$ cat src/rtl/sy_tl_a_arbiter.sv
// Round-robin arbiter sharing one TileLink A channel among HART_NUM harts; routes D back by source hart-ID.
// Latency: zero on A and D (pure combinational paths); only the arbitration state is registered.
// Backpressure: a stalled beat keeps its grant; Put bursts lock the grant; D ready follows the target hart.

package tl_pkg;
    localparam int SRC_W  = 4;
    localparam int ADDR_W = 32;
    localparam int DATA_W = 64;

    typedef struct packed {
        logic [2:0]          opcode;
        logic [2:0]          param;
        logic [3:0]          size;
        logic [SRC_W-1:0]    source;
        logic [ADDR_W-1:0]   address;
        logic [DATA_W/8-1:0] mask;
        logic [DATA_W-1:0]   data;
        logic                corrupt;
    } A_chan_bits_t;

    typedef struct packed {
        logic [2:0]        opcode;
        logic [1:0]        param;
        logic [3:0]        size;
        logic [SRC_W-1:0]  source;
        logic [SRC_W-1:0]  sink;
        logic              denied;
        logic [DATA_W-1:0] data;
        logic              corrupt;
    } D_chan_bits_t;
endpackage

module sy_tl_a_arbiter
    import tl_pkg::*;
#(
    parameter int HART_NUM        = 2,
    parameter int HART_ID_WTH     = 1,
    parameter int HART_ID_LSB     = 1,
    parameter int BEAT_BYTES_LOG2 = 3,
    parameter int CNT_WTH         = 8
) (
    input  logic                               clk_i,
    input  logic                               rst_i,
    input  logic [HART_NUM-1:0]                inp_A_valid_i,
    output logic [HART_NUM-1:0]                inp_A_ready_o,
    input  tl_pkg::A_chan_bits_t [HART_NUM-1:0] inp_A_bits_i,
    output logic [HART_NUM-1:0]                inp_D_valid_o,
    input  logic [HART_NUM-1:0]                inp_D_ready_i,
    output tl_pkg::D_chan_bits_t [HART_NUM-1:0] inp_D_bits_o,
    output logic                               oup_A_valid_o,
    input  logic                               oup_A_ready_i,
    output tl_pkg::A_chan_bits_t               oup_A_bits_o,
    input  logic                               oup_D_valid_i,
    output logic                               oup_D_ready_o,
    input  tl_pkg::D_chan_bits_t               oup_D_bits_i,
    output logic                               route_err_o
);
    localparam int IDX_W = (HART_NUM > 1) ? $clog2(HART_NUM) : 1;

    typedef enum logic {IDLE, BURST} state_t;

    state_t               state_q, state_d;
    logic [IDX_W-1:0]     rr_ptr_q, rr_ptr_d;
    logic [IDX_W-1:0]     gnt_q, gnt_d;
    logic [CNT_WTH-1:0]   beat_cnt_q, beat_cnt_d;
    logic                 hold_q, hold_d;
    logic                 route_err_q, route_err_d;

    logic [IDX_W-1:0]     scan_gnt;
    logic [IDX_W-1:0]     gnt;
    logic                 a_fire;
    logic [CNT_WTH-1:0]   beats_m1;
    logic [HART_ID_WTH-1:0] d_idx;
    logic                 d_in_range;

    function automatic logic [IDX_W-1:0] wrap_inc(input logic [IDX_W-1:0] v);
        if (v == IDX_W'(HART_NUM - 1)) return '0;
        return v + 1'b1;
    endfunction

    // Round-robin scan: lowest offset from rr_ptr with a valid request wins.
    always_comb begin
        int idx;
        idx      = 0;
        scan_gnt = rr_ptr_q;
        for (int i = HART_NUM - 1; i >= 0; i--) begin
            idx = int'(rr_ptr_q) + i;
            if (idx >= HART_NUM) idx = idx - HART_NUM;
            if (inp_A_valid_i[idx]) scan_gnt = IDX_W'(idx);
        end
    end

    // A-channel mux: locked grant during a burst or a stalled offer, otherwise the scan result.
    always_comb begin
        gnt           = (state_q == BURST || hold_q) ? gnt_q : scan_gnt;
        oup_A_bits_o  = inp_A_bits_i[gnt];
        oup_A_valid_o = ~rst_i & ((state_q == BURST) ? inp_A_valid_i[gnt_q] : |inp_A_valid_i);
        inp_A_ready_o = '0;
        inp_A_ready_o[gnt] = oup_A_ready_i & ~rst_i;
        a_fire        = oup_A_valid_o & oup_A_ready_i;
        // Only Put messages larger than one bus beat span multiple beats.
        beats_m1      = '0;
        if ((oup_A_bits_o.opcode == 3'd0 || oup_A_bits_o.opcode == 3'd1) &&
            oup_A_bits_o.size > 4'(BEAT_BYTES_LOG2)) begin
            beats_m1 = (CNT_WTH'(1) << (oup_A_bits_o.size - 4'(BEAT_BYTES_LOG2))) - CNT_WTH'(1);
        end
    end

    // Arbitration next-state: hold on stall, lock for bursts, advance pointer past the winner.
    always_comb begin
        state_d    = state_q;
        rr_ptr_d   = rr_ptr_q;
        gnt_d      = gnt_q;
        beat_cnt_d = beat_cnt_q;
        hold_d     = hold_q;
        case (state_q)
            IDLE: begin
                if (oup_A_valid_o && !oup_A_ready_i) begin
                    gnt_d  = gnt;
                    hold_d = 1'b1;
                end else if (a_fire) begin
                    hold_d = 1'b0;
                    if (beats_m1 == '0) begin
                        rr_ptr_d = wrap_inc(gnt);
                    end else begin
                        gnt_d      = gnt;
                        beat_cnt_d = beats_m1;
                        state_d    = BURST;
                    end
                end
            end
            BURST: begin
                if (a_fire) begin
                    beat_cnt_d = beat_cnt_q - 1'b1;
                    if (beat_cnt_q == CNT_WTH'(1)) begin
                        rr_ptr_d = wrap_inc(gnt_q);
                        state_d  = IDLE;
                        hold_d   = 1'b0;
                    end
                end
            end
            default: state_d = IDLE;
        endcase
    end

    // D routing by the hart-ID field of source; unroutable beats are swallowed and flagged.
    always_comb begin
        d_idx         = oup_D_bits_i.source[HART_ID_LSB +: HART_ID_WTH];
        d_in_range    = int'(d_idx) < HART_NUM;
        inp_D_valid_o = '0;
        oup_D_ready_o = ~rst_i;
        if (d_in_range) begin
            inp_D_valid_o[d_idx] = oup_D_valid_i & ~rst_i;
            oup_D_ready_o        = inp_D_ready_i[d_idx] & ~rst_i;
        end
        for (int h = 0; h < HART_NUM; h++) inp_D_bits_o[h] = oup_D_bits_i;
        route_err_d = route_err_q | (oup_D_valid_i & ~d_in_range);
        route_err_o = route_err_q;
    end

    // Arbitration state registers.
    always_ff @(posedge clk_i or posedge rst_i) begin
        if (rst_i) begin
            state_q     <= IDLE;
            rr_ptr_q    <= '0;
            gnt_q       <= '0;
            beat_cnt_q  <= '0;
            hold_q      <= 1'b0;
            route_err_q <= 1'b0;
        end else begin
            state_q     <= state_d;
            rr_ptr_q    <= rr_ptr_d;
            gnt_q       <= gnt_d;
            beat_cnt_q  <= beat_cnt_d;
            hold_q      <= hold_d;
            route_err_q <= route_err_d;
        end
    end
endmodule

$ cat config.mk
export PLATFORM = sky130hd
export DESIGN_NAME = sy_tl_a_arbiter
export DESIGN_NICKNAME = d
export VERILOG_FILES = /design/src/rtl/sy_tl_a_arbiter.sv
export SDC_FILE = /design/constraint.sdc
export NUM_CORES = 1
export LEC_CHECK = 0
export ABC_AREA = 1
export CORE_AREA = 2 2 242 244
export CTS_CLUSTER_SIZE = 12
export DETAILED_ROUTE_END_ITERATION = 12
export DIE_AREA = 0 0 244 246
export SETUP_SLACK_MARGIN = 0.02
export SLEW_MARGIN = 20
export SYNTH_ARGS = -nofsm -noshare
export SYNTH_HDL_FRONTEND = slang
export SYNTH_SLANG_ARGS = --single-unit
$ cat constraint.sdc
create_clock -name clk_i -period 4.05 [get_ports clk_i]
set_input_delay 0.81 -clock clk_i [delete_from_list [all_inputs] [get_ports clk_i]]
set_output_delay 0.81 -clock clk_i [all_outputs]
set_load 0.01 [all_outputs]
==> metrics.md <==
| Metric | Value |
|---|---|
| Status | completed |
| Setup TNS | 0 ps |
| Mux contribution to synthesized area | 0% |
| Final Routed Wirelength | 26,500 um |
| Predominant post-synthesis flop cell | dfrtp_1 |
| Fin Hold WS | 475 ps |
| Synth Area in XOR/XNOR | 0% |
| Half-perimeter wire length after placement | 23,800 um |
| All-Layer GR Usage | 8.20% |
| Post-cts gate resize count | 0 |
| Period minus WS final | 3820 ps |
| Clock root cell | clkbuf_16 |
| Final cell count without fillers | 1,686 |
| Final Hold Fails | 0 |
| Clock H-tree levels | 1 |
| Gr ovfl total | 0 |
| Cell area after placement | 7450 sq um |
| Simple-gate share of the synthesized area | 47.2% |
| CORE AREA | 57,400 sq um |
| Quantity of hold-fixing buffers added after cts | 0 |
| Routed length per instance | 15.7 um |
| Placer Congestion | 0.820 |
| Max Transition Viols Final | 0 |
| Fin nets | 1,253 |
| Initial Utilization | 6.73% |
| Buffers on Ports | 373 |
| Fin crit share | 94.3% |
| First-pass DRT Iterations | 4 |
| Clk buf depth | 2 |
| Post-Synth Adder-Cell Area | 0.973% |
| Main combinational cell family by area after synthesis | simple AND/OR/NAND/NOR gates |
| Commonest cells after routing, fill and taps aside | nand2_1 (386), clkdlybuf4s50_1 (359), inv_1 (32) |
| Synth Area in Compound Gates | 4.51% |
| CTS Buf Count | 3 |
| Synth cell types | 33 |
| Worst-path fanout max | 44 |
| Mean Syn Cell Area | 5.33 sq um |
| Via/cell ratio | 2.88 |
| CP startpoint kind | input pin |
| Flop-to-flop setup slack | 1150 ps |
| Post-Syn Nets | 1,056 |
| Post-placement cell count | 1,681 |
| Antenna violations before repair | 3 |
| Seq/Total Area, Yosys | 7.78% |
| Yosys warns | 0 |
| # rows | 88 |
| Worst EP required | 3240 ps |
| CTS Sinks | 12 |
| First-pass GRT wire length | 35,000 um |
| Pin count of the biggest net entering global routing | 53 |
| Area growth from synthesis to layout | 95.6% |
| Setup violators final | 0 |
| TritonCTS clock tree | built |
| Post-route ant nets | 0 |
| Setup Buffers After CTS | 0 |
| Setup Skew | 4.59 ps |
| Fmax | 262 MHz |
| Drt first-iter violations | 219 |
| DR vias | 4,860 |
| Fraction of registers with async set/reset | 100% |
| Post-synth EDFFs | 0 |
| CP arrival | 3010 ps |
| Share of cells above drive strength 1 | 5.87% |
| Synth Cell Area | 3860 sq um |
| CP endpoint kind | output port |
| Clock latency on the worst-skew pair | 250 ps |
| Post-Synthesis Cells | 724 |
| Critical path class | input pin to output port |
| DRC viols | 0 |
| RSZ-0062 raised after global routing | no |
| Synthesized flop and latch total | 12 |
| Final instance area | 7550 sq um |
| Leakage | 3.30 nW |
| Post-layout util | 13.2% |
| I/O pins | 621 |
| Maximum VDD drop | 373 uV |
| Die width | 244 um |
| Vias in the first global route | 4,771 |
| Die area | 60,000 sq um |
| Most common cell after layout, fill and taps aside | nand2_1 |
| Clock transition at the registers of the reported paths | 40 ps |
| Max cap viols | 0 |
| Worst min-delay path class | flop to flop |
| Die H | 246 um |
| Pwr Density | 684 nW/um^2 |
## final cells by class
class	count	area, sq um
Tap cell	765	957
Multi-Input combinational cell	482	2040
Fill cell	6624	49800
Timing Repair Buffer	386	4020
Clock buffer	4	88.8
Sequential cell	12	300
Antenna cell	1	2.50
Inverter	36	140
## registers in the layout, summed over array words and instances (netlist names)
register / flops
hold_q: 1
gnt_q: 1
state_q: 1
beat_cnt_q: 8
rr_ptr_q: 1
## synth_stat cells (2+ instances only)
master,count,area [sq um]
a22oi_1,2,15.0
dfrtp_1,12,300
nor3_1,3,15.0
inv_2,3,11.3
inv_1,32,120
clkbuf_1,16,60.1
nand2_8,2,40.0
nand3_1,15,75.1
buf_4,168,1260
a31oi_1,3,18.8
o21ai_1,3,15.0
nand2_4,3,33.8
nor2_1,19,71.3
a21oi_1,9,45.0
o21ai_0,10,50.1
nand2_1,386,1450
nor2_4,2,22.5
buf_6,2,22.5
ha_1,3,37.5
nand3b_1,3,22.5
nor2_2,3,18.8
nand4_1,2,12.5
buf_2,7,35.0
nand2_2,7,43.8
## power breakdown
group | switching [mW] | internal (mW) | total, mW
registers | 0.0572 | 0.177 | 0.234
logic | 2.47 | 2.25 | 4.72
clock network | 0.0582 | 0.150 | 0.208
total | 2.59 | 2.57 | 5.16
## metal layers
layer,GRT usage [%],part of all wire [%],vias up
met5,0,0.098,-
met4,1.36,1.1,4
met3,5.59,17,30
met2,13.2,46,406
met1,9.01,36,2015
li1,-,-,2405
## worst paths after layout
kind / from / end / cells after the start
max in group asynchronous: rst_i / beat_cnt_q[0] / 3
max: inp_A_valid_i[0] / oup_A_bits_o[78] / 11
min reg2reg: hold_q / hold_q / 2
max reg2reg: state_q / beat_cnt_q[7] / 18
min: hold_q / hold_q / 2
min in group asynchronous: rst_i / rr_ptr_q / 2
## critical path, cell delays in order
cell	delay, ps
clkdlybuf4s50_1	480
inv_1	50
nor2_1	160
nor2_4	70
nand2_8	100
nand2_8	80
inv_6	140
buf_12	240
nand2_1	70
nand2_1	180
clkdlybuf4s50_1	580
## cell families (layout without fill, tap and decap cells)
group / count (synthesis) / count (layout)
simple gates: 447 / 447
buf+inv: 230 / 426
compound gates: 31 / 31
flops: 12 / 12
fa+ha+maj: 3 / 3
other cells: 1 / 2
## through the flow
stage / total power [mW] / worst slack (ps)
6_report: 5.16 / 232
2_1_floorplan: 2.40 / 1320
5_1_grt: 5.68 / 83.8
3_3_place_gp: 5.10 / 195
4_1_cts: 5.33 / 220
3_5_place_dp: 5.10 / 232
Note: power is estimated with default switching activity, not from simulation.
